===== config.mk =====
export PLATFORM = sky130hd
export DESIGN_NAME = y_fetch
export DESIGN_NICKNAME = d
export VERILOG_FILES = /design/src/rtl/y_pkg.sv /design/src/rtl/y_pc_next.sv /design/src/rtl/y_fetch.sv
export SDC_FILE = /design/constraint.sdc
export NUM_CORES = 1
export LEC_CHECK = 0
export BUFFER_PORTS_ARGS = -buffer_cell sky130_fd_sc_hd__buf_2
export CAP_MARGIN = 0
export CORE_MARGIN = 5
export CORE_UTILIZATION = 46
export CTS_CLUSTER_SIZE = 25
export DETAILED_ROUTE_END_ITERATION = 10
export PLACE_DENSITY_LB_ADDON = 0.1
export SYNTH_ARGS = -nofsm -noshare
export SYNTH_HDL_FRONTEND = slang
export SYNTH_HIERARCHICAL = 1
export SYNTH_SLANG_ARGS = --single-unit

===== constraint.sdc =====
create_clock -name clk -period 2.7 [get_ports clk]
set_input_delay 0 -clock clk [delete_from_list [all_inputs] [get_ports clk]]
set_output_delay 0 -clock clk [all_outputs]
set_load 0.1 [all_outputs]

===== src/rtl/y_pkg.sv =====
// Shared definitions for the y_fetch instruction-fetch stage: datapath
// widths, the default interrupt vector, the FSM state type and the
// per-cycle action chosen by the next-PC priority logic.
package y_pkg;

    localparam int XLEN = 32;
    localparam int ILEN = 32;

    localparam logic [XLEN-1:0] INT_VECTOR_DEFAULT = 32'h0000_0080;

    typedef enum logic [1:0] {
        ST_IDLE      = 2'd0,
        ST_RUN       = 2'd1,
        ST_INT_ENTRY = 2'd2
    } state_t;

    // What the fetch stage does on the coming clock edge.
    typedef enum logic [2:0] {
        ACT_HOLD     = 3'd0,   // nothing moves (IDLE or stalled)
        ACT_START    = 3'd1,   // (re)start at entryPoint
        ACT_TAKE_INT = 3'd2,   // accept pending interrupt, go to INT_ENTRY
        ACT_VECTOR   = 3'd3,   // INT_ENTRY: jump to handler
        ACT_MRET     = 3'd4,   // return from handler to saved epc
        ACT_REDIRECT = 3'd5,   // execute-stage branch redirect
        ACT_SEQ      = 3'd6    // normal sequential fetch
    } act_t;

    // Sequential successor address, wraps modulo 2^32.
    function automatic logic [XLEN-1:0] pc_plus4(input logic [XLEN-1:0] pc);
        return pc + 32'd4;
    endfunction

endpackage


===== src/rtl/y_pc_next.sv =====
// Next-PC selection for y_fetch. Resolves the priority
// start > interrupt > mret > br_taken > sequential and reports which
// action won so the top-level FSM can update its registers to match.
module y_pc_next
    import y_pkg::*;
#(
    parameter logic [XLEN-1:0] INT_VECTOR = INT_VECTOR_DEFAULT
)
(
    input  state_t            state_i,
    input  logic [XLEN-1:0]   pc_i,
    input  logic              start_i,
    input  logic [XLEN-1:0]   entry_point_i,
    input  logic              stall_i,
    input  logic              pending_i,
    input  logic              masked_i,
    input  logic              mret_i,
    input  logic [XLEN-1:0]   epc_i,
    input  logic              br_taken_i,
    input  logic [XLEN-1:0]   br_target_i,
    output act_t              act_o,
    output logic [XLEN-1:0]   pc_next_o
);

    // Priority mux: start overrides everything, INT_ENTRY always completes
    // in one cycle, and RUN only acts when the downstream is not stalled.
    always_comb begin
        act_o     = ACT_HOLD;
        pc_next_o = pc_i;
        if (start_i) begin
            act_o     = ACT_START;
            pc_next_o = entry_point_i;
        end else begin
            case (state_i)
                ST_INT_ENTRY: begin
                    act_o     = ACT_VECTOR;
                    pc_next_o = INT_VECTOR;
                end
                ST_RUN: begin
                    if (!stall_i) begin
                        if (pending_i && !masked_i) begin
                            // PC holds; the wrong fetch is squashed and
                            // the vector is loaded in INT_ENTRY.
                            act_o     = ACT_TAKE_INT;
                            pc_next_o = pc_i;
                        end else if (mret_i) begin
                            act_o     = ACT_MRET;
                            pc_next_o = epc_i;
                        end else if (br_taken_i) begin
                            act_o     = ACT_REDIRECT;
                            pc_next_o = br_target_i;
                        end else begin
                            act_o     = ACT_SEQ;
                            pc_next_o = pc_plus4(pc_i);
                        end
                    end
                end
                default: begin
                    act_o     = ACT_HOLD;
                    pc_next_o = pc_i;
                end
            endcase
        end
    end

endmodule


===== src/rtl/y_fetch.sv =====
// y_fetch: single-issue instruction-fetch stage with 1-cycle fetch
// latency, stall hold, branch redirect and edge-triggered interrupt entry.
// Optional macro Y_FETCH_EPC_EN adds a saved return address (epc), an
// mret input and masking of interrupts while inside the handler.
module y_fetch
    import y_pkg::*;
#(
    parameter logic [XLEN-1:0] RESET_PC   = 32'h0000_0000,
    parameter logic [XLEN-1:0] INT_VECTOR = INT_VECTOR_DEFAULT
)
(
    input  logic              clk,
    input  logic              rst,
    input  logic [XLEN-1:0]   entryPoint,
    input  logic              start,
    input  logic              INT,
    input  logic              stall,
    input  logic              br_taken,
    input  logic [XLEN-1:0]   br_target,
    output logic [XLEN-1:0]   imem_addr,
    input  logic [ILEN-1:0]   imem_data,
    output logic [ILEN-1:0]   ins,
    output logic [XLEN-1:0]   pc_out,
    output logic [XLEN-1:0]   PCp4,
    output logic              valid,
    output logic              int_ack
`ifdef Y_FETCH_EPC_EN
    ,
    output logic [XLEN-1:0]   epc,
    input  logic              mret
`endif
);

    state_t            state_q;
    logic [XLEN-1:0]   pc_q;
    logic [ILEN-1:0]   ins_q;
    logic [XLEN-1:0]   pc_out_q;
    logic              valid_q;
    logic              int_ack_q;
    logic              pending_q;
    logic              int_prev_q;

    act_t              act_d;
    logic [XLEN-1:0]   pc_d;
    logic              int_rise;
    logic              int_masked;
    logic              mret_req;
    logic [XLEN-1:0]   epc_val;

    assign int_rise = INT & ~int_prev_q;

`ifdef Y_FETCH_EPC_EN
    logic [XLEN-1:0]   epc_q;
    logic              in_handler_q;

    assign int_masked = in_handler_q;
    assign mret_req   = mret;
    assign epc_val    = epc_q;
    assign epc        = epc_q;
`else
    // Without the EPC option there is no return path and no masking,
    // so an interrupt may re-enter the handler immediately.
    assign int_masked = 1'b0;
    assign mret_req   = 1'b0;
    assign epc_val    = '0;
`endif

    y_pc_next #(
        .INT_VECTOR    (INT_VECTOR)
    ) u_pc_next (
        .state_i       (state_q),
        .pc_i          (pc_q),
        .start_i       (start),
        .entry_point_i (entryPoint),
        .stall_i       (stall),
        .pending_i     (pending_q),
        .masked_i      (int_masked),
        .mret_i        (mret_req),
        .epc_i         (epc_val),
        .br_taken_i    (br_taken),
        .br_target_i   (br_target),
        .act_o         (act_d),
        .pc_next_o     (pc_d)
    );

    // Fetch FSM and output registers, all updated from the chosen action.
    always_ff @(posedge clk or posedge rst) begin
        if (rst) begin
            state_q      <= ST_IDLE;
            pc_q         <= RESET_PC;
            ins_q        <= '0;
            pc_out_q     <= RESET_PC;
            valid_q      <= 1'b0;
            int_ack_q    <= 1'b0;
            pending_q    <= 1'b0;
            int_prev_q   <= 1'b0;
`ifdef Y_FETCH_EPC_EN
            epc_q        <= '0;
            in_handler_q <= 1'b0;
`endif
        end else begin
            int_prev_q <= INT;
            int_ack_q  <= 1'b0;
            pc_q       <= pc_d;
            // Edges arriving while stalled, in INT_ENTRY or while masked
            // accumulate here; repeated edges simply merge.
            pending_q  <= pending_q | int_rise;
            case (act_d)
                ACT_START: begin
                    state_q      <= ST_RUN;
                    valid_q      <= 1'b0;
                    pending_q    <= 1'b0;
`ifdef Y_FETCH_EPC_EN
                    in_handler_q <= 1'b0;
`endif
                end
                ACT_TAKE_INT: begin
                    state_q      <= ST_INT_ENTRY;
                    valid_q      <= 1'b0;
                    pending_q    <= 1'b0;
                    int_ack_q    <= 1'b1;
`ifdef Y_FETCH_EPC_EN
                    // Resume where fetch would have gone had no interrupt come.
                    epc_q        <= br_taken ? br_target : pc_q;
                    in_handler_q <= 1'b1;
`endif
                end
                ACT_VECTOR: begin
                    state_q <= ST_RUN;
                    valid_q <= 1'b0;
                end
                ACT_MRET: begin
                    valid_q      <= 1'b0;
`ifdef Y_FETCH_EPC_EN
                    in_handler_q <= 1'b0;
`endif
                end
                ACT_REDIRECT: begin
                    valid_q <= 1'b0;
                end
                ACT_SEQ: begin
                    ins_q    <= imem_data;
                    pc_out_q <= pc_q;
                    valid_q  <= 1'b1;
                end
                default: begin
                    valid_q <= valid_q;
                end
            endcase
        end
    end

    assign imem_addr = pc_q;
    assign ins       = ins_q;
    assign pc_out    = pc_out_q;
    assign PCp4      = pc_plus4(pc_out_q);
    assign valid     = valid_q;
    assign int_ack   = int_ack_q;

endmodule

==> metrics, run 1 <==
outcome finished, final reports clean; Yosys top cell area share 0.3987; most frequent cells in the layout buf_2 (225), dfrtp_1 (81), dlygate4sd3_1 (66), mux2_2 (65), nand2_1 (53); max_cap viols 0; fraction of layout cells with a size suffix above 1 0.4077; Max Fclk 391.5 MHz; initial antenna violation count 0; Synth Area in Adders 0.007819; drt wl/cell 18.43 um; WS Path Type flip-flop to output pin; setup TNS 0 ns; FF-to-FF path depth 9; Area growth syn-to-layout 44.94%; Initial Util 0.4648; max_slew headroom 0.4709; asr flop ratio synth 1.000; CTS tree built; simple-gate share of the synthesized area 0.2047; CP Launch Type flip-flop; DRC Markers 0; Post-Synth XOR/XNOR Area 0.04515; HPWL after DPL 15.40 mm; Routed Antenna Nets 0; global route overflow 0; reg-to-reg slack, setup 0.31 ns; core area 13,770 um^2; drt via density 5.648; Final setup viols 0; vias post-DR 6,557; die width 128.0 um; post-synth top area cell dfrtp_1; Critical R2R Capture pc_out[17]$_DFFE_PP0P_; Crit. End Element output pin; Final Max Tran Viols 0; Rows 43; hold crit path type input pin to flip-flop; Req. time, crit path 2.70 ns; GRT Resource Usage Total 0.2601; Root Buffer clkbuf_16; total CTS buffers 9; Seq/Total Area, Yosys 0.3987; clock transition at the registers of the reported paths 0.07 ns; drt total wl 21.40 mm; period utilization 0.9459; Post-DP Area 8283 um^2; IO Count 232; Area contributors post-synth dfrtp_1 (40%), mux2_2 (11%), xnor2_1 (3.8%); Slew @ Worst Pin 0.7864 ns; first-pass GRT wire length 33.95 mm; Synth Area in Compound Gates 0.1704; gpl congestion 0.9220; Worst Hold Depth 3; #FFs+latches synth 102; largest family of logic cells by synthesized area simple AND/OR/NAND/NOR gates; reg2reg start state_q[0]$_DFFE_PP0P_; nets 1,082; vias in the first global route 6,573; post-CTS sizing 0; Final Hold Viols 0; # Post-CTS Setup Buffers 0; maximum root-to-sink buffer count 2; n_diodes 0; Worst Hold Endpoint imem_addr[28]$_DFF_PP0_; cts hold-fix bufs 66; DIE AREA 16,380 um^2; initial DRC count 389; Worst EP arrival 2.55 ns; Finished Cell Area 9278 um^2; peak fanout along the critical path 8; Pwr per Cell Area 982.4 nW/um^2; cell area after technology mapping 6401 um^2; fin crit period 2.554 ns; 1st-pass router iterations 5; pin count of the biggest net entering global routing 65; most common library cell in the layout ignoring fill and taps buf_2; Leakage Power 0.004484 uW; I/O Buffers 231; die boundary height 128.0 um; Most used DFF post-synth dfrtp_1; post-synth cell types 69; H-tree lvl count 3; clock tree sinks 102; skew final 0.007521 ns; unrepaired setup endpoints after global routing no; hold path startpoint br_target[28]; Max VDD drop 0.6664 mV; average size of a mapped cell 9.773 um^2; number of enable flip-flop cells after synthesis 0; Syn Inst Count 655; YS warnings 6; worst skew pair latency 0.36 ns; portion of netlist area occupied by mux cells 0.1222
==> where the power goes <==
part / internal (uW) / leakage [uW] / switching [uW]
logic: 1110 / 0.00303 / 4130
registers: 1870 / 0.00129 / 555
clock network: 863 / 0.000162 / 584
==> flip-flops by register name (all words and copies together) (netlist names) <==
name        cells
pc_out         32
pending_q       1
imem_addr      32
int_prev_q      1
valid           1
int_ack         1
ins            32
state_q         2
==> per-stage QoR <==
| stage | instances | total power [uW] | utilization | setup slack [ns] | hold slack [ns] |
|---|---|---|---|---|---|
| 2_1_floorplan | 693 | 6657 | - | -0.2058 | 0.03143 |
| 3_3_place_gp | 1079 | 7533 | 0.6014 | 0.4543 | 0.1101 |
| 3_5_place_dp | 1079 | 7608 | 0.6014 | 0.3351 | 0.1184 |
| 4_1_cts | 1161 | 9139 | 0.6736 | 0.09225 | 0.03498 |
| 5_1_grt | 1161 | 9431 | 0.6736 | 0.01782 | 0.05737 |
| 6_report | 1161 | 9114 | 0.6736 | 0.1460 | 0.05211 |
==> cell type report <==
class | instances | area, um^2
sequential | 102 | 2579
inverter | 12 | 47.55
multi-input combinational | 534 | 4023
clock inverter | 5 | 81.33
clock buffer | 11 | 252.7
tap | 180 | 225.2
timing repair buffer | 317 | 2069
fill | 1140 | 4496
==> cells by family (layout without fill, tap and decap cells) <==
family | Yosys count | count (layout)
other | 1 | 39
buffers and inverters | 57 | 345
flip-flops | 102 | 102
AND/OR/NAND/NOR | 229 | 229
adder cells (fa/ha/maj) | 4 | 4
XOR/XNOR | 33 | 33
AO/OA/AOI/OAI | 159 | 159
multiplexers | 70 | 70
==> critical path: stages, from the launching register on <==
cell	delay, ns
dfrtp_2	0.42
nand3_1	0.22
nor4_4	0.62
nand4_1	0.30
xnor2_4	0.19
buf_2	0.44
==> per-layer routing <==
layer | global-route usage | part of all wire | vias up
li1 | - | - | 3066
met1 | 0.3347 | 0.40 | 3171
met2 | 0.4405 | 0.50 | 290
met3 | 0.04542 | 0.080 | 30
met4 | 0.09363 | 0.020 | 0
met5 | 0 | 0 | -
==> worst max-delay path by stage <==
stage	to	slack (ns)	cells past startpoint	startpoint
3_5_place_dp	pc_out[3]$_DFFE_PP0P_	0.34	9	state_q[0]$_DFFE_PP0P_
2_1_floorplan	PCp4[31]	-0.21	4	pc_out[23]$_DFFE_PP0P_
6_report	PCp4[24]	0.15	5	pc_out[12]$_DFFE_PP0P_
4_1_cts	PCp4[24]	0.09	5	pc_out[12]$_DFFE_PP0P_
5_1_grt	PCp4[24]	0.02	5	pc_out[12]$_DFFE_PP0P_
3_3_place_gp	pc_out[21]$_DFFE_PP0P_	0.45	9	state_q[0]$_DFFE_PP0P_
==> cells in the mapped netlist, drive strengths merged, types with 14 or more instances <==
| master | count |
|---|---|
| mux2 | 65 |
| dfrtp | 102 |
| nand4 | 21 |
| nand3 | 30 |
| o21ai | 27 |
| nor3 | 15 |
| a21oi | 32 |
| nor2 | 44 |
| nor4 | 14 |
| clkbuf | 33 |
| nand2 | 54 |
| xnor2 | 28 |
No activity file was read; power rests on OpenSTA's default activity.
==> run 2, diff against run 1 <==
--- a/config.mk
+++ b/config.mk
@@ -7,6 +7,7 @@
 export LEC_CHECK = 0
 export BUFFER_PORTS_ARGS = -buffer_cell sky130_fd_sc_hd__buf_2
 export CAP_MARGIN = 0
+export CORE_ASPECT_RATIO = 1.25
 export CORE_MARGIN = 5
 export CORE_UTILIZATION = 46
 export CTS_CLUSTER_SIZE = 25
==> metrics, run 2 (synthesis results as in run 1) <==
clock transition at the registers of the reported paths 0.07 ns; Crit. End Element output pin; Final setup viols 0; Slew @ Worst Pin 0.8382 ns; core area 13,750 um^2; HPWL after DPL 15.37 mm; sequential share of power 0.267; peak fanout along the critical path 8; Rows 48; Internal Power 3855 uW; max_cap viols 0; die width 115.5 um; drt wl/cell 18.88 um; Worst EP arrival 2.54 ns; drt total wl 21.75 mm; clock tree sinks 102; Initial Util 0.4654; GRT Resource Usage Total 0.2637; WHS 0.006514 ns; die boundary height 141.9 um; Leakage Power 0.004464 uW; Util after Layout 0.6693; pin count of the biggest net entering global routing 66; Design Power 9106 uW; outcome finished, final reports clean; unrepaired setup endpoints after global routing no; most common library cell in the layout ignoring fill and taps buf_2; 1st-pass router iterations 7; WS Path Type flip-flop to output pin; Layout fillers 1,137; Max Fclk 393.5 MHz; global route overflow 0; first-pass GRT wire length 34.58 mm; maximum root-to-sink buffer count 2; hold crit path type input pin to flip-flop; fraction of layout cells with a size suffix above 1 0.4053; skew final 0.005963 ns; DIE AREA 16,390 um^2; initial antenna violation count 1; Sw Ratio 0.5766; drt via density 5.648; Final Hold Viols 0; fin crit period 2.542 ns; Root Buffer clkbuf_16; Area growth syn-to-layout 43.80%; CTS tree built; vias in the first global route 6,699; DRC Markers 0; n_diodes 0; Max VDD drop 0.6092 mV; max_slew headroom 0.4412; Routed Antenna Nets 0; Gate power share 0.569; total CTS buffers 9; IO Count 232; Pwr per Cell Area 989.2 nW/um^2; I/O Buffers 231; nets 1,079; period utilization 0.9413; sw power 5250 uW; H-tree lvl count 3; most frequent cells in the layout buf_2 (228), dfrtp_1 (81), mux2_2 (65), dlygate4sd3_1 (65), nand2_1 (53); clock power share 0.163; Final Max Tran Viols 0; initial DRC count 418; worst skew pair latency 0.34 ns; gpl congestion 0.9318; CP Launch Type flip-flop; Req. time, crit path 2.70 ns; vias post-DR 6,506
## run 2: power by group through the flow
stage / Combinational [uW] / Sequential, uW / Clock, uW
floorplan: 1960 / 4700 / 0
global placement: 5050 / 2420 / 0
detailed placement: 5100 / 2450 / 0
CTS: 5180 / 2430 / 1520
global route: 5340 / 2500 / 1570
finish: 5190 / 2430 / 1490
## run 2: timing repair
item	CTS	global route
hold endpoints to repair	128	0
endpoints found under the setup margin	0	1
gates resized for setup	0	1
setup buffers	0	0
hold buffers	65	0
## run 2: path summary, 6_finish.rpt
path                       slack (ns)                    from                      end  cells after the start
setup / recovery                 0.16  pc_out[12]$_DFFE_PP0P_                 PCp4[24]                      5
hold / removal                  0.007          entryPoint[28]  imem_addr[28]$_DFF_PP0_                      3
setup reg to reg                 0.33  state_q[0]$_DFFE_PP0P_   pc_out[14]$_DFFE_PP0P_                      9
hold reg to reg                  0.50     ins[22]$_DFFE_PP0P_      ins[22]$_DFFE_PP0P_                      1
max in group asynchronous        1.60                     rst   pc_out[16]$_DFFE_PP0P_                      4
min in group asynchronous        0.36                     rst      ins[16]$_DFFE_PP0P_                      3
## run 2: per-layer routing
layer,global-route usage,part of all wire,up-vias
met2,0.4744,0.52,283
met4,0.07787,0.017,2
met5,0,0.00032,-
met3,0.04608,0.079,36
met1,0.3193,0.38,3135
li1,-,-,3050
## run 2: metrics by stage
step	TNS (ns)	worst slack, ns	cells	instance area, um^2
finish	0	0.1584	1152	9205
global route	0	0.03663	1152	9205
CTS	0	0.06478	1152	9203
detailed placement	0	0.3112	1072	8214
global placement	0	0.4580	1072	8214
floorplan	-4.542	-0.2058	693	6912
## run 2: worst max-delay path: stages (launching register included)
cell	delay (ns)
dfrtp_2	0.42
nand3_1	0.22
nor4_4	0.60
nand4_1	0.31
xnor2_4	0.20
buf_2	0.44
## run 2: area by class of cell
class                   count  area [um^2]  share of cell area
clock buffers              11        242.7             0.02637
clock inverters             4        95.09             0.01033
inverters                  12        47.55            0.005165
multi-input cells         534         4023              0.4370
flip-flops and latches    102         2579              0.2801
well taps                 175        219.0             0.02379
repair buffers            314         1999              0.2172
==> run 3, diff against run 2 <==
--- a/config.mk
+++ b/config.mk
@@ -9,11 +9,12 @@
 export CAP_MARGIN = 0
 export CORE_ASPECT_RATIO = 1.25
 export CORE_MARGIN = 5
-export CORE_UTILIZATION = 46
+export CORE_UTILIZATION = 44
 export CTS_CLUSTER_SIZE = 25
 export DETAILED_ROUTE_END_ITERATION = 10
 export PLACE_DENSITY_LB_ADDON = 0.1
+export RECOVER_POWER = 100
+export REMOVE_ABC_BUFFERS = 1
 export SYNTH_ARGS = -nofsm -noshare
 export SYNTH_HDL_FRONTEND = slang
-export SYNTH_HIERARCHICAL = 1
 export SYNTH_SLANG_ARGS = --single-unit
==> metrics, run 3 <==
Max Fclk 390.6 MHz; DIE AREA 15,140 um^2; setup TNS 0 ns; Seq/Total Area, Yosys 0.4544; asr flop ratio synth 1.000; critical path's top delay family simple AND/OR/NAND/NOR gates; total CTS buffers 9; pin count of the biggest net entering global routing 57; vias post-DR 5,617; Final Hold Viols 0; core area 12,600 um^2; drt via density 5.459; cell area after technology mapping 5617 um^2; I/O Buffers 231; fraction of layout cells with a size suffix above 1 0.2695; drt total wl 18.56 mm; H-tree lvl count 3; worst skew pair latency 0.35 ns; post-synth top area cell dfrtp_1; number of enable flip-flop cells after synthesis 0; Worst EP arrival 2.56 ns; #FFs+latches synth 102; outcome finished, final reports clean; IO Count 232; Final setup viols 0; # Post-CTS Setup Buffers 0; Syn Inst Count 548; peak fanout along the critical path 6; average size of a mapped cell 10.25 um^2; Area contributors post-synth dfrtp_1 (45%), mux2_2 (13%), nand3_1 (3.1%); skew final 0.01032 ns; nets 963; WS Path Type flip-flop to output pin; initial DRC count 252; max_slew headroom 0.1957; Slew @ Worst Pin 1.212 ns; maximum root-to-sink buffer count 2; die boundary height 136.3 um; max_cap viols 0; post-synth cell types 57; WP buf/inv 2; vias in the first global route 5,935; GRT Resource Usage Total 0.2411; Root Buffer clkbuf_16; commonest cells in the netlist dfrtp_1 (102), mux2_2 (65), nand3_1 (35); Crit. End Element output pin; critical path's largest stage delay 0.47 ns; Area growth syn-to-layout 42.39%; global route overflow 0; CTS tree built; Routed Antenna Nets 0; Final Max Tran Viols 0; Yosys top cell area share 0.4544; most common library cell in the layout ignoring fill and taps clkbuf_1; Layout fillers 1,119; clock tree sinks 102; Crit-path slowest cell dfrtp_1; Place WS 0.2024 ns; hold crit path type input pin to flip-flop; Req. time, crit path 2.70 ns; die width 111.1 um; CP Launch Type flip-flop; Post-DP Area 7102 um^2; 1st-pass router iterations 5; Most used DFF post-synth dfrtp_1; drt wl/cell 18.04 um; n_diodes 0; gpl congestion 0.8141; most frequent cells in the layout clkbuf_1 (112), dfrtp_1 (102), buf_2 (101), dlygate4sd3_1 (79), mux2_2 (65); initial antenna violation count 0; HPWL after DPL 13.21 mm; YS warnings 0; clock transition at the registers of the reported paths 0.07 ns; final setup margin 0.1396 ns; cells along the critical path and4_1 -> nand4_1 -> nor4_2 -> buf_4 -> nor3b_2 -> xor2_1 -> buf_12; Initial Util 0.4456; fin crit period 2.560 ns; period utilization 0.9483; first-pass GRT wire length 29.77 mm; most instantiated library cell after synthesis dfrtp_1; DRC Markers 0; Finished Cell Area 7998 um^2; Rows 46
## run 3: routing by layer
metal / global-route usage / vias to the layer above / wire length [um]
li1: - / 2638 / -
met1: 0.2877 / 2710 / 7567
met2: 0.4322 / 231 / 9460
met3: 0.04853 / 38 / 1106
met4: 0.08790 / 0 / 425
met5: 0 / - / 0
## run 3: kinds of logic after synthesis
| kind of cell | Yosys count | synth area share |
|---|---|---|
| simple gates | 173 | 0.1693 |
| compound gates | 113 | 0.1299 |
| flops | 102 | 0.4544 |
| mux | 72 | 0.1428 |
| buf+inv | 45 | 0.03319 |
| xor+xnor | 38 | 0.05926 |
| fa+ha+maj | 5 | 0.01114 |
## run 3: repair_timing
item | 4_1_cts | 5_1_grt
gates resized for setup | 0 | 7
hold buffers | 79 | 0
endpoints found under the setup margin | 0 | 9
hold endpoints to repair | 115 | 0
## run 3: path summary, 6_finish.rpt
check	start	cells past startpoint	slack, ns	to
max	pc_out[4]$_DFFE_PP0P_	7	0.14	PCp4[31]
max reg2reg	state_q[1]$_DFFE_PP0P_	8	0.14	ins[29]$_DFFE_PP0P_
min	br_target[29]	4	0.01	imem_addr[29]$_DFFE_PP0P_
min reg2reg	ins[30]$_DFFE_PP0P_	1	0.51	ins[30]$_DFFE_PP0P_
max in group asynchronous	rst	4	0.58	imem_addr[8]$_DFFE_PP0P_
min in group asynchronous	rst	3	0.50	ins[20]$_DFFE_PP0P_
## run 3: final cells by class
type | instances | area (um^2) | share of cell area
flip-flops and latches | 102 | 2552 | 0.3191
clock buffers | 10 | 229.0 | 0.02863
multi-input cells | 401 | 2887 | 0.3609
clock inverters | 6 | 70.07 | 0.008761
well taps | 168 | 210.2 | 0.02628
inverters | 15 | 56.30 | 0.007040
repair buffers | 327 | 1993 | 0.2492
## run 3: worst reg2reg max path: stages, from the launching register on
cell	delay, ns
dfrtp_1	0.41
inv_1	0.09
ha_1	0.38
nor2b_1	0.22
a21oi_1	0.11
nor3_1	0.27
and3b_2	0.29
buf_12	0.25
mux2_2	0.43
## run 3: metrics by stage
step	cells	hold slack, ns	util
floorplan	518	0.03143	-
global placement	934	0.1223	0.5634
detailed placement	934	0.1240	0.5634
CTS	1029	0.004608	0.6499
global route	1029	0.04291	0.6345
finish	1029	0.01198	0.6345
Power of run 3 is not shown: default switching activity piles up to over one toggle a cycle in this logic, so the estimate is an artifact.
